--- config.mk ---
export PLATFORM = sky130hd
export DESIGN_NAME = gunshot_event_qualifier_flat
export DESIGN_NICKNAME = d
export VERILOG_FILES = /design/src/rtl/gunshot_event_qualifier_if.sv /design/src/rtl/gunshot_event_qualifier.sv /design/src/flat_wrapper.sv
export SDC_FILE = /design/constraint.sdc
export NUM_CORES = 1
export LEC_CHECK = 0
export BUFFER_PORTS_ARGS = -buffer_cell sky130_fd_sc_hd__buf_2
export CORE_ASPECT_RATIO = 0.9
export CORE_MARGIN = 5
export CORE_UTILIZATION = 45
export CTS_CLUSTER_SIZE = 25
export DETAILED_ROUTE_END_ITERATION = 8
export PLACE_DENSITY = 0.66
export SKIP_LAST_GASP = 1
export SLEW_MARGIN = 20
export SYNTH_ARGS = -nofsm -noshare
export SYNTH_HDL_FRONTEND = slang
export SYNTH_SLANG_ARGS = --single-unit
--- constraint.sdc ---
create_clock -name clk -period 2.3 [get_ports clk]
set_input_delay 0 -clock clk [delete_from_list [all_inputs] [get_ports clk]]
set_output_delay 0 -clock clk [all_outputs]
set_load 0.01 [all_outputs]
--- src/rtl/gunshot_event_qualifier_if.sv ---
// gunshot_event_qualifier_if: valid/ready channel carrying one qualified gunshot event
interface gunshot_event_qualifier_if #(parameter int TS_WIDTH = 32);
  logic evt_valid;
  logic evt_ready;
  logic [2:0] evt_dir;
  logic [TS_WIDTH-1:0] evt_timestamp;
  modport master(output evt_valid, evt_dir, evt_timestamp, input evt_ready);
  modport slave(input evt_valid, evt_dir, evt_timestamp, output evt_ready);
endinterface

--- src/rtl/gunshot_event_qualifier.sv ---
// gunshot_event_qualifier: confirms stable-direction detections, timestamps them, then holds off
module gunshot_event_qualifier #(
  parameter int CONFIRM_CYCLES = 4,
  parameter int HOLDOFF_CYCLES = 1000,
  parameter int TS_WIDTH = 32,
  parameter int CNT_WIDTH = 16
) (
  input  logic clk,
  input  logic reset,
  input  logic det_in,
  input  logic [2:0] dir_in,
  gunshot_event_qualifier_if.master evt,
  output logic [CNT_WIDTH-1:0] evt_count,
  output logic [CNT_WIDTH-1:0] evt_dropped,
  output logic busy
);
  localparam int CW = $clog2(CONFIRM_CYCLES + 1);
  localparam int HW = $clog2(HOLDOFF_CYCLES + 1);
  localparam logic [CW-1:0] CONF = CW'(CONFIRM_CYCLES);
  typedef enum logic [1:0] {IDLE, CONFIRM, REPORT, HOLDOFF} state_t;
  state_t state;
  logic [TS_WIDTH-1:0] ts, cand_ts, nxt_ts;
  logic [2:0] cand_dir, nxt_dir;
  logic [CW-1:0] cnt, nxt_cnt;
  logic [HW-1:0] hold;
  logic det_prev, vdet, onset, keep;
  assign vdet = det_in && dir_in <= 3'd5;
  assign onset = det_in && !det_prev;
  // IDLE and a direction change in CONFIRM both start a fresh candidate run
  assign keep = state == CONFIRM && dir_in == cand_dir;
  assign nxt_dir = keep ? cand_dir : dir_in;
  assign nxt_ts = keep ? cand_ts : ts;
  assign nxt_cnt = keep ? cnt + 1'b1 : CW'(1);
  always_ff @(posedge clk) begin
    if (reset) begin
      state <= IDLE;
      ts <= '0;
      cand_ts <= '0;
      cand_dir <= '0;
      cnt <= '0;
      hold <= '0;
      det_prev <= 1'b0;
      evt.evt_valid <= 1'b0;
      evt.evt_dir <= '0;
      evt.evt_timestamp <= '0;
      evt_count <= '0;
      evt_dropped <= '0;
      busy <= 1'b0;
    end else begin
      ts <= ts + 1'b1;
      det_prev <= det_in;
      if (onset && (state == REPORT || state == HOLDOFF) && !(&evt_dropped))
        evt_dropped <= evt_dropped + 1'b1;
      unique case (state)
        IDLE, CONFIRM:
          if (vdet) begin
            cand_dir <= nxt_dir;
            cand_ts <= nxt_ts;
            cnt <= nxt_cnt;
            busy <= 1'b1;
            state <= nxt_cnt == CONF ? REPORT : CONFIRM;
            if (nxt_cnt == CONF) begin
              evt.evt_valid <= 1'b1;
              evt.evt_dir <= nxt_dir;
              evt.evt_timestamp <= nxt_ts;
            end
          end else begin
            state <= IDLE;
            cnt <= '0;
            busy <= 1'b0;
          end
        REPORT:
          if (evt.evt_ready) begin
            evt.evt_valid <= 1'b0;
            hold <= HW'(HOLDOFF_CYCLES);
            state <= HOLDOFF;
            if (!(&evt_count)) evt_count <= evt_count + 1'b1;
          end
        HOLDOFF:
          // a detection still present at expiry keeps us parked until it ends
          if (|hold) hold <= hold - 1'b1;
          else if (!det_in) begin
            state <= IDLE;
            busy <= 1'b0;
          end
      endcase
    end
  end
endmodule

--- src/flat_wrapper.sv ---
// flat-port wrapper written by rule: the top's interface ports become plain ports
module gunshot_event_qualifier_flat 
#(
  parameter int CONFIRM_CYCLES = 4,
  parameter int HOLDOFF_CYCLES = 1000,
  parameter int TS_WIDTH = 32,
  parameter int CNT_WIDTH = 16
)
  (clk, reset, det_in, dir_in, evt_count, evt_dropped, busy, evt_evt_valid, evt_evt_dir, evt_evt_timestamp, evt_evt_ready);
  gunshot_event_qualifier_if #(.TS_WIDTH(TS_WIDTH)) evt_i ();
  input  logic clk;
  input  logic reset;
  input  logic det_in;
  input  logic [2:0] dir_in;
  output logic [CNT_WIDTH-1:0] evt_count;
  output logic [CNT_WIDTH-1:0] evt_dropped;
  output logic busy;
  output wire logic [$bits(evt_i.evt_valid)-1:0] evt_evt_valid;
  output wire logic [$bits(evt_i.evt_dir)-1:0] evt_evt_dir;
  output wire logic [$bits(evt_i.evt_timestamp)-1:0] evt_evt_timestamp;
  input wire logic [$bits(evt_i.evt_ready)-1:0] evt_evt_ready;
  assign evt_evt_valid = evt_i.evt_valid;
  assign evt_evt_dir = evt_i.evt_dir;
  assign evt_evt_timestamp = evt_i.evt_timestamp;
  assign evt_i.evt_ready = evt_evt_ready;
  gunshot_event_qualifier #(.CONFIRM_CYCLES(CONFIRM_CYCLES), .HOLDOFF_CYCLES(HOLDOFF_CYCLES), .TS_WIDTH(TS_WIDTH), .CNT_WIDTH(CNT_WIDTH)) u_core (.clk(clk), .reset(reset), .det_in(det_in), .dir_in(dir_in), .evt(evt_i), .evt_count(evt_count), .evt_dropped(evt_dropped), .busy(busy));
endmodule
* After elaboration in Yosys (flattened, before gate mapping)
Cells that the tools add are included.
Word-level totals: flip-flop bits (word level) 152, bits of input ports 7, output and inout bits 69
Operators by class: add/sub/neg operators 5, order comparisons 1, equality and inequality tests 11, muxes and demuxes 21, bitwise gates (word level) 1, reductions and logical operators 23
Operator list (count):
- 16-bit by 1-bit adder with 16-bit output (second input constant) | 2
- 32-bit by 1-bit adder with 32-bit output (second input constant) | 1
- 32-bit two-way mux | 1
- 16-bit AND reduction | 2
- 10-bit two-way mux | 2
- 10-bit one-hot mux with 2 select lines | 1
- 3-bit AND reduction | 5
- 2-bit two-way mux | 5
- 10-bit OR reduction | 1
- 10-bit by 1-bit subtractor with 10-bit output (second input constant) | 1
- 3-bit two-way mux | 3
- 2-bit != test (second input constant) | 4
- 1-bit two-way mux | 6
- 2-bit one-hot mux with 3 select lines | 1
- 2-bit nonzero test | 3
- 1-bit logical AND | 5
- 2-bit == test (second input constant) | 2
- 2-bit by 1-bit != test with 1-bit output (second input constant) | 2
- 1-bit one-hot mux with 2 select lines | 2
- 4-bit AND reduction | 1
- 3-bit by 1-bit adder with 3-bit output (second input constant) | 1
- 3-bit == test | 1
- 3-bit == test (second input constant) | 1
- 3-bit less-or-equal comparator (second input constant) | 1
- 7 further kinds | 8

* Depth between registers and ports, before layout
depth after elaboration 7, gate-level depth with buffers 7

* Worst setup path after synthesis
OpenSTA, ideal clock, no wires.
path type register to register, start register u_core.ts[0], end register u_core.ts[30], data arrival time 2.040 ns, data required time 2.179 ns, slack 0.139 ns, stages on the path, launching flop included 7, buffers on the path 1, path through dfxtp_1 -> ha_1 -> nand4_2 -> or4_1 -> buf_2 -> nor4_1 -> mux2_2
On the way: word-level cells in the longest chain between the ends 1
RTL lines:
- from (decl) | RTL line gunshot_event_qualifier.sv:22 | logic [TS_WIDTH-1:0] ts, cand_ts, nxt_ts;
- from (signal assigned) | RTL line gunshot_event_qualifier.sv:50 | ts <= ts + 1'b1;
- 32-bit by 1-bit adder with 32-bit output | RTL line gunshot_event_qualifier.sv:50
No other way between the ends. A chain may end at the register's enable or synchronous reset.

* Worst setup path in the final report
start register u_core.hold[0], end register u_core.hold[8]
On the way: word-level cells in the longest chain between the ends 3, elaborated cells between the ends (all ways) 6, those cells by class add/sub (1); eq/ne (1); mux (2); reduce/logical (2)
RTL lines:
- from (decl) | RTL line gunshot_event_qualifier.sv:25 | logic [HW-1:0] hold;
- from (signal assigned) | RTL line gunshot_event_qualifier.sv:75 | hold <= HW'(HOLDOFF_CYCLES);
- from (signal assigned) | RTL line gunshot_event_qualifier.sv:81 | if (|hold) hold <= hold - 1'b1;
- 10-bit by 1-bit subtractor with 10-bit output or 10-bit OR reduction (tied branches) | RTL line gunshot_event_qualifier.sv:81
- 10-bit two-way mux or 2-bit != test (tied branches)
- 10-bit one-hot mux with 2 select lines or 3-bit AND reduction (tied branches)
Parallel ways exist; a longest one is shown, timed or not. The select of a mux whose other input is x is not followed.

==> tab_implementation.tex <==
\begin{tabular}{lr}
\hline
Metric & Value \\
\hline
\multicolumn{2}{l}{\textbf{STA}} \\
Worst hold slack & 0.149 ns \\
Actual slew at the worst max-slew pin & 0.713 ns \\
RSZ-0062 raised after global routing & false \\
Final number of max-transition violations & 0 \\
Sum Neg Setup Slack & 0 ns \\
Final period utilization & 93.8\% \\
Number of endpoints with negative hold slack in the final report & 0 \\
Maximum clock frequency & 463 MHz \\
Rel. slew slack & 52.0\% \\
Final-report setup violation count & 0 \\
Setup skew after layout & 0.0100 ns \\
Final worst path period need & 2.16 ns \\
\multicolumn{2}{l}{\textbf{Detailed routing}} \\
Number of vias after detailed routing & 6346 \\
Routed wirelength normalized by instance count & 15.7 µm \\
First-pass DRT Iterations & 5 \\
Drt initial violations & 496 \\
Post-detailed-route count of antenna-violating nets & 0 \\
Residual DRC & 0 \\
Final wirelength & 17.0 mm \\
Via density per instance & 5.86 \\
\multicolumn{2}{l}{\textbf{Logic synthesis}} \\
Post-synthesis average cell area & 8.50 µm² \\
Gate Count Post-Synth & 810 \\
Count of unique library cells instantiated by Yosys & 52 \\
Synthesis Warnings & 0 \\
Number of enable-type register cells in the synthesized netlist & 0 \\
Sequential-to-total area share from yosys stat & 44.2\% \\
Summed instance area of the synthesized netlist & 0.00688 mm² \\
Number of nets produced by synthesis & 823 \\
Most used DFF post-synth & dfxtp\_1 \\
Share of flip-flops with an asynchronous set or reset & 0\% \\
Total of flip-flops plus latches after synthesis & 152 \\
\multicolumn{2}{l}{\textbf{Setup path}} \\
Startpoint class of the critical path & flop \\
CP endpoint kind & flop \\
Critical Path RT & 2.58 ns \\
Delay-heaviest family, CP & simple AND/OR/NAND/NOR gates \\
Biggest fanout along the worst timing path & 5 \\
Beginning of the worst register-to-register path & u\_core.hold[0] \\
Count of buffer and inverter cells on the critical path & 1 \\
Source of the critical timing path & u\_core.hold[0] \\
Library cell contributing the largest single delay on the critical path & or4b\_2 \\
Register-to-register setup slack & 0.14 ns \\
Worst endpoint data arrival time & 2.44 ns \\
Critical path class & flop to flop \\
Peak per-stage delay on the critical path & 0.59 ns \\
Ordered list of cells on the worst path & inv\_1 -> ha\_1 -> or4b\_2 -> a2111oi\_0 -> xnor2\_1 -> a21oi\_1 \\
\multicolumn{2}{l}{\textbf{Final layout}} \\
Fraction of final layout cells with drive strength greater than 1 & 23.2\% \\
Nets@finish & 885 \\
Commonest non-fill, non-tap cell in the layout & dfxtp\_1 \\
Fillcell total & 1384 \\
Layout area overhead & 17.9\% \\
Area of the multi-input gates & 0.00356 mm² \\
Most frequent cells in the layout & 152 x dfxtp\_1, 74 x buf\_2, 73 x nand2\_1, 70 x a21oi\_1, 57 x nand3\_1 \\
Sequential standard cell area & 0.00304 mm² \\
Count of inserted antenna diode cells & 0 \\
\multicolumn{2}{l}{\textbf{Clock tree}} \\
Number of CTS-inserted buffers & 17 \\
Clock network latency to the later pin of the worst-skew pair & 0.42 ns \\
Clock slew at reported path FFs & 0.07 ns \\
Root Buffer & clkbuf\_16 \\
Clock Sinks & 152 \\
Post-CTS repair timing setup buffer count & 0 \\
CTS tree & yes \\
H-tree levels & 4 \\
Largest buffer count on any clock path & 2 \\
\multicolumn{2}{l}{\textbf{Global routing}} \\
Overall Global Routing Usage & 18.7\% \\
Number of global-route vias before repair & 5731 \\
Maximum number of pins on one net before global-route repair & 138 \\
Wire length of the first global-routing pass & 28.3 mm \\
Total gr overflow & 0 \\
Antenna violations before repair & 0 \\
\multicolumn{2}{l}{\textbf{Die}} \\
Std cell rows & 42 \\
Core ar. & 0.0149 mm² \\
Top Ports & 76 \\
DIE WIDTH & 140 µm \\
Effective utilization at floorplan & 46.3\% \\
Die Height & 127 µm \\
Area of the die & 0.0179 mm² \\
\multicolumn{2}{l}{\textbf{Placed design}} \\
Half-perimeter wire length of the detailed placement result & 11.2 mm \\
Port buffer count & 75 \\
Gp weighted congestion & 0.840 \\
\multicolumn{2}{l}{\textbf{Power and ir drop}} \\
Maximum ir drop on the vdd rail & 553 µV \\
Leakage power & 0.00292 µW \\
Total design power & 5510 µW \\
Power density normalized to cell area & 679 mW/mm² \\
\multicolumn{2}{l}{\textbf{Worst hold path}} \\
Min-delay worst type & primary input to flop \\
Hold path startpoint & reset \\
\multicolumn{2}{l}{\textbf{Flow run}} \\
Number of maximum-capacitance violations & 0 \\
\multicolumn{2}{l}{\textbf{Status}} \\
Status & complete, no violations \\
\hline
\end{tabular}
==> synth_stat cells (5+ instances only) <==
master,n,area share [%]
a21oi_1,71,5.2
a31o_2,37,4.7
and4_1,7,0.89
buf_1,6,0.33
clkbuf_1,54,2.9
dfxtp_1,152,44
ha_1,6,1.1
inv_1,9,0.49
mux2_2,22,3.6
nand2_1,73,4.0
nand3_1,57,4.1
nand4_1,13,1.2
nor2_1,44,2.4
nor2b_1,25,2.3
nor3_1,9,0.65
nor4_1,53,4.8
o21ai_0,49,3.6
o311ai_0,6,0.76
o31ai_1,11,1.2
o41ai_1,8,1.0
or2_2,5,0.45
or3_1,14,1.3
or4_1,17,1.9
xnor2_1,11,1.4
==> sequential cells by signal (all words and copies together) (netlist names) <==
signal / count
u_core.evt.evt_dir: 3
u_core.cand_ts: 32
u_core.ts: 32
u_core.evt.evt_timestamp: 32
u_core.hold: 10
u_core.evt_dropped: 16
u_core.cand_dir: 3
u_core.cnt: 3
u_core.det_prev: 1
u_core.state: 2
u_core.evt_count: 16
u_core.evt.evt_valid: 1
u_core.busy: 1
==> repair_timing <==
item                                   CTS  global route
setup endpoints to repair                0             2
hold buffers                             5             0
resized for setup                        0             1
endpoints found under the hold margin    6             0
==> cell type report <==
| class | count | share of cell area [%] |
|---|---|---|
| tap | 198 | 3.05 |
| sequential | 152 | 37.5 |
| timing repair buffer | 108 | 8.17 |
| clock buffer | 18 | 5.29 |
| inverter | 10 | 0.463 |
| clock inverter | 14 | 1.71 |
| multi-input combinational | 583 | 43.8 |
==> routing by layer <==
layer  track usage, %  vias to the layer above  share of wire, %
li1                 -                     3147                 -
met1             27.5                     3008                50
met2             27.6                      174                43
met3             4.41                       17               5.8
met4             5.01                        0               1.1
met5                0                        -                 0
==> kinds of logic (layout without fill, tap and decap cells) <==
logic type               after synthesis  count (layout)  synth area share (%)
flip-flops                           152             152                  44.2
AO/OA/AOI/OAI                        201             201                  18.5
multiplexers                          24              24                  3.89
buffers and inverters                 75             150                  4.27
AND/OR/NAND/NOR                      339             339                  26.4
adder cells (fa/ha/maj)                6               6                  1.09
XOR/XNOR                              13              13                  1.65
==> worst register-to-register path: stages (launching register included) <==
cell and delay (ns):
dfxtp_1 0.34, inv_1 0.11, ha_1 0.22, or4b_2 0.59, a2111oi_0 0.49, xnor2_1 0.19, a21oi_1 0.09
==> per-stage QoR <==
step	utilization, %	worst slack, ns	std cells	instance area [µm²]
after floorplan	-	0.139	810	6880
after global placement	50.4	0.119	1046	7490
after detailed placement	50.4	0.0856	1046	7490
after CTS	54.5	0.0739	1083	8110
after global routing	54.6	0.0426	1083	8120
final	54.6	0.141	1083	8120
==> final timing paths <==
check / cells past startpoint / end
hold reg to reg: 2 / u_core.evt.evt_valid
setup / recovery: 6 / u_core.hold[8]
hold / removal: 3 / u_core.evt.evt_timestamp[25]
setup reg to reg: 6 / u_core.hold[8]
==> power by group <==
part | switching, µW | internal [µW]
clock | 1240 | 1430
sequential | 8.74 | 2640
combinational | 137 | 55.0
total | 1380 | 4130
Power figures use the tool's default switching activity.
